**config.mk**
```make
export PLATFORM = sky130hd
export DESIGN_NAME = uart_rx_frame_flat
export DESIGN_NICKNAME = d
export VERILOG_FILES = /design/src/rtl/uart_pkg.sv /design/src/rtl/uart_rx_frame_if.sv /design/src/rtl/uart_sync_ff.sv /design/src/rtl/uart_rx_frame.sv /design/src/flat_wrapper.sv
export SDC_FILE = /design/constraint.sdc
export NUM_CORES = 1
export LEC_CHECK = 0
export CAP_MARGIN = 20
export CORE_UTILIZATION = 30
export DETAILED_ROUTE_END_ITERATION = 16
export PLACE_DENSITY = 0.58
export SLEW_MARGIN = 40
export SYNTH_ARGS = -nofsm -noshare
export SYNTH_HDL_FRONTEND = slang
export SYNTH_SLANG_ARGS = --single-unit
```
**constraint.sdc**
```tcl
create_clock -name clk_i -period 2.29 [get_ports clk_i]
set_input_delay 0.3435 -clock clk_i [delete_from_list [all_inputs] [get_ports clk_i]]
set_output_delay 0.3435 -clock clk_i [all_outputs]
set_load 0.01 [all_outputs]
```
**src/rtl/uart_pkg.sv**
```systemverilog
// -----------------------------------------------------------------------------
// uart_pkg
// Shared types, constants and helper functions for the UART receive path.
//   rx_state_t   : receiver FSM encoding (also exposed on the debug bus)
//   UART_DATA_BITS: payload bits per frame
//   calc_half()  : half bit period in clock cycles (integer division)
//   even_parity(): XOR reduction of a data byte
// -----------------------------------------------------------------------------
package uart_pkg;

   localparam int UART_DATA_BITS = 8;

   typedef enum logic [2:0] {
      IDLE   = 3'd0,
      START  = 3'd1,
      DATA   = 3'd2,
      PARITY = 3'd3,
      STOP   = 3'd4,
      BREAK  = 3'd5
   } rx_state_t;

   function automatic int calc_half(input int clks);
      return clks / 2;
   endfunction

   function automatic logic even_parity(input logic [UART_DATA_BITS-1:0] data);
      return ^data;
   endfunction

endpackage

```
**src/rtl/uart_rx_frame_if.sv**
```systemverilog
// -----------------------------------------------------------------------------
// uart_rx_frame_if
// Output bundle of the UART receiver towards the UART top.
//   data_o       : last received byte, held until the next frame completes
//   valid_o      : 1-cycle pulse, data_o updated with a good frame
//   frame_err_o  : 1-cycle pulse, stop bit sampled low
//   busy_o       : high from start detection until return to IDLE
//   parity_err_o : 1-cycle pulse with the stop outcome on bad even parity
//                  (only when UART_RX_PARITY_EN is defined)
//   state        : receiver FSM state, for observation only
// Handshake: valid_o and frame_err_o are single-cycle strobes with no ready
// back-pressure; the consumer must capture data_o in the cycle valid_o is high
// (data_o stays stable afterwards until the next frame completes). The two
// strobes are mutually exclusive.
// Modports: master = receiver side, slave = consumer side.
// Macro: UART_RX_PARITY_EN adds parity_err_o.
// -----------------------------------------------------------------------------
interface uart_rx_frame_if;
   import uart_pkg::*;

   logic [UART_DATA_BITS-1:0] data_o;
   logic                      valid_o;
   logic                      frame_err_o;
   logic                      busy_o;
`ifdef UART_RX_PARITY_EN
   logic                      parity_err_o;
`endif
   rx_state_t                 state;

   modport master (
      output data_o,
      output valid_o,
      output frame_err_o,
      output busy_o,
`ifdef UART_RX_PARITY_EN
      output parity_err_o,
`endif
      output state
   );

   modport slave (
      input data_o,
      input valid_o,
      input frame_err_o,
      input busy_o,
`ifdef UART_RX_PARITY_EN
      input parity_err_o,
`endif
      input state
   );

endinterface

```
**src/rtl/uart_sync_ff.sv**
```systemverilog
// -----------------------------------------------------------------------------
// uart_sync_ff
// Flop chain bringing the asynchronous serial line into the clk_i domain.
// Flops reset to 1 so an idle line never looks like a start bit after reset.
//   clk_i  : system clock
//   rst_i  : asynchronous active-high reset
//   d_i    : asynchronous input
//   q_o    : synchronised output (last stage)
// -----------------------------------------------------------------------------
module uart_sync_ff #(
   parameter int STAGES = 2
) (
   input  logic clk_i,
   input  logic rst_i,
   input  logic d_i,
   output logic q_o
);

   logic [STAGES-1:0] chain_q;

   always_ff @(posedge clk_i or posedge rst_i) begin
      if (rst_i) begin
         chain_q <= '1;
      end else begin
         chain_q <= {chain_q[STAGES-2:0], d_i};
      end
   end

   assign q_o = chain_q[STAGES-1];

endmodule

```
**src/rtl/uart_rx_frame.sv**
```systemverilog
// -----------------------------------------------------------------------------
// uart_rx_frame
// UART receiver: 1 start bit, 8 data bits LSB first, optional even parity bit,
// 1 stop bit. The line is oversampled with a bit-period counter; the start
// bit is re-checked at its half point and every later sample lands mid-bit.
//   clk_i : system clock, rising edge
//   rst_i : asynchronous active-high reset
//   rx_i  : asynchronous serial line, idle high
//   bus   : uart_rx_frame_if.master (data_o, valid_o, frame_err_o, busy_o,
//           parity_err_o when enabled, state)
// Parameters:
//   CLKS_PER_BIT : clk_i cycles per bit (4..65535)
//   SYNC_STAGES  : synchroniser depth on rx_i (2..3)
// Macro: UART_RX_PARITY_EN adds the PARITY state and parity_err_o.
// -----------------------------------------------------------------------------
module uart_rx_frame
   import uart_pkg::*;
#(
   parameter int CLKS_PER_BIT = 434,
   parameter int SYNC_STAGES  = 2
) (
   input  logic             clk_i,
   input  logic             rst_i,
   input  logic             rx_i,
   uart_rx_frame_if.master  bus
);

   localparam int CNT_W = $clog2(CLKS_PER_BIT);
   localparam int HALF  = calc_half(CLKS_PER_BIT);
   localparam logic [CNT_W-1:0] CNT_LAST = CNT_W'(CLKS_PER_BIT - 1);
   localparam logic [CNT_W-1:0] CNT_HALF = CNT_W'(HALF - 1);

   logic rx_s;

   rx_state_t                 state_q, state_d;
   logic [CNT_W-1:0]          cnt_q, cnt_d;
   logic [2:0]                idx_q, idx_d;
   logic [UART_DATA_BITS-1:0] shreg_q, shreg_d;
   logic [UART_DATA_BITS-1:0] data_q, data_d;
   logic                      valid_q, valid_d;
   logic                      ferr_q, ferr_d;
`ifdef UART_RX_PARITY_EN
   logic                      par_q, par_d;
   logic                      perr_q, perr_d;
`endif

   uart_sync_ff #(
      .STAGES (SYNC_STAGES)
   ) u_sync (
      .clk_i (clk_i),
      .rst_i (rst_i),
      .d_i   (rx_i),
      .q_o   (rx_s)
   );

   // State and output registers.
   always_ff @(posedge clk_i or posedge rst_i) begin
      if (rst_i) begin
         state_q <= IDLE;
         cnt_q   <= '0;
         idx_q   <= '0;
         shreg_q <= '0;
         data_q  <= '0;
         valid_q <= 1'b0;
         ferr_q  <= 1'b0;
`ifdef UART_RX_PARITY_EN
         par_q   <= 1'b0;
         perr_q  <= 1'b0;
`endif
      end else begin
         state_q <= state_d;
         cnt_q   <= cnt_d;
         idx_q   <= idx_d;
         shreg_q <= shreg_d;
         data_q  <= data_d;
         valid_q <= valid_d;
         ferr_q  <= ferr_d;
`ifdef UART_RX_PARITY_EN
         par_q   <= par_d;
         perr_q  <= perr_d;
`endif
      end
   end

   // Next-state and output decode.
   always_comb begin
      state_d = state_q;
      cnt_d   = cnt_q;
      idx_d   = idx_q;
      shreg_d = shreg_q;
      data_d  = data_q;
      valid_d = 1'b0;
      ferr_d  = 1'b0;
`ifdef UART_RX_PARITY_EN
      par_d   = par_q;
      perr_d  = 1'b0;
`endif

      case (state_q)
         IDLE: begin
            cnt_d = '0;
            if (!rx_s) begin
               state_d = START;
            end
         end

         START: begin
            // Half-bit check rejects glitches and aligns later samples mid-bit.
            if (cnt_q == CNT_HALF) begin
               cnt_d = '0;
               if (rx_s) begin
                  state_d = IDLE;
               end else begin
                  state_d = DATA;
                  idx_d   = '0;
               end
            end else begin
               cnt_d = cnt_q + 1'b1;
            end
         end

         DATA: begin
            if (cnt_q == CNT_LAST) begin
               cnt_d   = '0;
               // Shift in at the MSB so bit 0 ends up at the LSB after 8 bits.
               shreg_d = {rx_s, shreg_q[UART_DATA_BITS-1:1]};
               idx_d   = idx_q + 3'd1;
               if (idx_q == 3'd7) begin
`ifdef UART_RX_PARITY_EN
                  state_d = PARITY;
`else
                  state_d = STOP;
`endif
               end
            end else begin
               cnt_d = cnt_q + 1'b1;
            end
         end

`ifdef UART_RX_PARITY_EN
         PARITY: begin
            if (cnt_q == CNT_LAST) begin
               cnt_d   = '0;
               par_d   = rx_s;
               state_d = STOP;
            end else begin
               cnt_d = cnt_q + 1'b1;
            end
         end
`endif

         STOP: begin
            if (cnt_q == CNT_LAST) begin
               cnt_d  = '0;
               data_d = shreg_q;
`ifdef UART_RX_PARITY_EN
               perr_d = even_parity(shreg_q) ^ par_q;
`endif
               if (rx_s) begin
                  valid_d = 1'b1;
                  state_d = IDLE;
               end else begin
                  ferr_d  = 1'b1;
                  state_d = BREAK;
               end
            end else begin
               cnt_d = cnt_q + 1'b1;
            end
         end

         BREAK: begin
            // A held-low line must not be mistaken for a new start bit.
            cnt_d = '0;
            if (rx_s) begin
               state_d = IDLE;
            end
         end

         default: begin
            state_d = IDLE;
            cnt_d   = '0;
         end
      endcase
   end

   assign bus.data_o      = data_q;
   assign bus.valid_o     = valid_q;
   assign bus.frame_err_o = ferr_q;
   assign bus.busy_o      = (state_q != IDLE);
`ifdef UART_RX_PARITY_EN
   assign bus.parity_err_o = perr_q;
`endif
   assign bus.state       = state_q;

endmodule

```
**src/flat_wrapper.sv**
```systemverilog
// flat-port wrapper written by rule: the top's interface ports become plain ports
module uart_rx_frame_flat import uart_pkg::*;
#(
   parameter int CLKS_PER_BIT = 434,
   parameter int SYNC_STAGES  = 2
)
  (clk_i, rst_i, rx_i, bus_data_o, bus_valid_o, bus_frame_err_o, bus_busy_o, bus_state);
  uart_rx_frame_if bus_i ();
  input  logic clk_i;
  input  logic rst_i;
  input  logic rx_i;
  output wire logic [$bits(bus_i.data_o)-1:0] bus_data_o;
  output wire logic [$bits(bus_i.valid_o)-1:0] bus_valid_o;
  output wire logic [$bits(bus_i.frame_err_o)-1:0] bus_frame_err_o;
  output wire logic [$bits(bus_i.busy_o)-1:0] bus_busy_o;
  output wire logic [$bits(bus_i.state)-1:0] bus_state;
  assign bus_data_o = bus_i.data_o;
  assign bus_valid_o = bus_i.valid_o;
  assign bus_frame_err_o = bus_i.frame_err_o;
  assign bus_busy_o = bus_i.busy_o;
  assign bus_state = bus_i.state;
  uart_rx_frame #(.CLKS_PER_BIT(CLKS_PER_BIT), .SYNC_STAGES(SYNC_STAGES)) u_core (.clk_i(clk_i), .rst_i(rst_i), .rx_i(rx_i), .bus(bus_i));
endmodule
```
==> reports/metrics.csv <==
stage,metric,value,unit
place,I/O Buffers,16,
sta,Final Hold Fails,0,
setup_path,Worst Setup Start Kind,flop,
clocking,# H-tree levels,2,
logic_synthesis,fraction of registers with async set/reset,100,%
logic_synthesis,"count leader, synth",dfrtp_1,
detailed_routing,Vias/cell,4.53,
setup_path,Worst Path Arrival,1.61,ns
final_layout,share of cells above drive strength 1,23.2,%
clocking,CTS Buf Count,5,
setup_path,CP Cell Sequence,or3_1 -> clkdlybuf4s50_1,
global_route,total global-route track usage,11.1,%
setup_path,critical setup path kind,flop to output port,
floorplan,Starting Density,31.2,%
logic_synthesis,Post-Syn Area,1610,sq um
global_route,GRT overflow,0,
global_route,first-pass GRT wire length,4540,um
sta,worst slew pin tran,0.622,ns
sta,fin crit share,85.2,%
detailed_routing,WL final,2600,um
setup_path,CP bufs+invs,1,
clocking,"Reg clk slew, reported paths",0.06,ns
floorplan,die width,75.2,um
sta,Clock Skew,0.00730,ns
sta,Max Clock Freq,513,MHz
logic_synthesis,Post-synth EDFFs,0,
outcome,outcome,completed,
final_layout,Finished Layout Cells,212,
setup_path,Critical Path Fanout Max,8,
setup_path,family with the most delay on the worst path,buffers and inverters,
final_layout,ANT cells,0,
detailed_routing,DR iter-0 viols,49,
floorplan,Chip Height,75.2,um
floorplan,die area,5650,sq um
setup_path,Worst path max stage delay,0.48,ns
logic_synthesis,Syn Area/Cell,13.5,sq um
final_layout,Final Util,37.7,%
hold_path,Worst Hold Class,flop to flop,
run,maxcap violations,0,
power_and_ir_drop,Max VDD drop,0.289,mV
floorplan,Cell Rows,26,
global_route,initial antenna violation count,0,
detailed_routing,DR pass1 iterations,3,
clocking,post_cts resized,0,
logic_synthesis,top cell type's share of synthesized area,51.4,%
logic_synthesis,ys flop type,dfrtp_1,
final_layout,final net count,149,
place,RePlAce Congestion,0.798,
detailed_routing,# DRC,0,
global_route,largest net degree at the start of global routing,22,
sta,final setup fails,0,
place,Placed Instances,204,
clocking,root buffer cell,clkbuf_8,
sta,final setup TNS,0,ns
floorplan,Core ar.,5140,sq um
logic_synthesis,Syn Nets,127,
clocking,clk_lat worst skew,0.29,ns
sta,Final WS setup,0.339,ns
power_and_ir_drop,Pleak,0.894,nW
clocking,CTS Sinks,35,
logic_synthesis,Synth area leaders,"dfrtp_1, mux2_4, ha_1, dfstp_2, nor2_1",
sta,Slew Limit Fails,0,
detailed_routing,vias,960,
logic_synthesis,"FF+latch count, synth",35,
clocking,Post-CTS Setup Repair Bufs,0,
place,dpl hpwl,1880,um
logic_synthesis,commonest cells in the netlist,"dfrtp_1, mux2_4, nor2_1",
setup_path,crit path max-delay cell type,clkdlybuf4s50_1,
logic_synthesis,Post-Syn Instances,119,
logic_synthesis,"Seq/Total Area, Yosys",54.7,%
detailed_routing,wire per inst,12.2,um
global_route,number of global-route vias before repair,993,
floorplan,I/O pin cnt,17,
setup_path,CP required,1.95,ns
logic_synthesis,Yosys top cell by area,dfrtp_1,
logic_synthesis,YS warnings,0,
clocking,CTS Hold Buffers Added,0,
place,Setup WS pre-CTS,0.463,ns
clocking,CTS tree,built,
clocking,clock tree buffer depth,2,
detailed_routing,ANT nets after route,0,
setup_path,CP Capture Type,output port,
logic_synthesis,Synth cell types,37,
power_and_ir_drop,pwr/cell area,553,nW/um^2
sta,"Min Clock Period, post-route",1.95,ns
sta,setup repair after global routing missed its margin,no,
final_layout,P&R area growth vs syn,20.7,%
sta,max_slew headroom,58.5,%
-- flip-flops by register name, summed over array words and instances, names as in the netlist --
| signal | cells |
|---|---|
| u_core.cnt_q | 9 |
| u_core.bus.data_o | 8 |
| u_core.shreg_q | 8 |
| u_core.bus.state | 3 |
| u_core.idx_q | 3 |
| u_core.u_sync.chain_q | 2 |
| u_core.bus.frame_err_o | 1 |
| u_core.bus.valid_o | 1 |
-- path summary, 6_finish.rpt --
kind,slack (ns),endpoint,start,depth (start not counted)
max,0.34,bus_busy_o,u_core.bus.state[1],2
min,0.36,u_core.u_sync.chain_q[1],u_core.u_sync.chain_q[0],0
max reg2reg,0.47,u_core.idx_q[0],u_core.bus.state[0],5
min reg2reg,0.36,u_core.u_sync.chain_q[1],u_core.u_sync.chain_q[0],0
max in group asynchronous,1.33,u_core.bus.data_o[1],rst_i,3
min in group asynchronous,0.44,u_core.cnt_q[4],rst_i,2
-- metal layers --
metal | track usage [%] | wire (um) | vias to the layer above | share of wire (%)
li1 | - | - | 457 | -
met1 | 12.9 | 1210 | 478 | 46
met2 | 17.9 | 1220 | 18 | 47
met3 | 4.02 | 111 | 7 | 4.3
met4 | 6.17 | 55 | 0 | 2.1
met5 | 0 | 0 | - | 0
-- layout make-up --
| type | count | area (sq um) |
|---|---|---|
| well taps | 70 | 87.6 |
| clock buffers | 6 | 72.6 |
| flip-flops and latches | 35 | 878 |
| clock inverters | 2 | 12.5 |
| multi-input cells | 78 | 688 |
| repair buffers | 18 | 188 |
| inverters | 3 | 11.3 |
| fillers | 512 | 3200 |
-- placed cells by master (no fill, tap or decap), types with 3 or more instances in the layout --
cell type / count
mux2_4: 16
xor2_1: 3
nor2_1: 13
xnor2_1: 5
ha_1: 5
clkdlybuf4s50_1: 16
nand3_1: 3
inv_1: 3
clkbuf_8: 5
dfrtp_1: 33
nand2_1: 5
-- stage by stage --
step | cell area, sq um | hold slack, ns | power (mW)
5_1_grt | 1940 | 0.365 | 1.12
2_1_floorplan | 1610 | 0.345 | 0.645
3_3_place_gp | 1850 | 0.346 | 0.657
4_1_cts | 1940 | 0.357 | 1.10
6_report | 1940 | 0.357 | 1.07
3_5_place_dp | 1850 | 0.348 | 0.657
-- cells by family (layout without fill, tap and decap cells) --
family | after synthesis | after routing | share of synthesized area [%]
and+or+nand+nor | 38 | 38 | 14.5
DFF | 35 | 35 | 54.7
muxes | 17 | 17 | 15.7
AOI/OAI and AO/OA | 10 | 10 | 4.44
xor gates and xnor gates | 8 | 8 | 4.36
buffers and inverters | 6 | 29 | 2.42
adders and majority gates | 5 | 5 | 3.90
-- power by group --
part / switching [mW] / internal (mW) / leakage (nW)
Sequential: 0.00163 / 0.621 / 0.467
Clock: 0.217 / 0.212 / 0.0412
Combinational: 0.0134 / 0.00752 / 0.385
(Power assumes the default switching activity.)
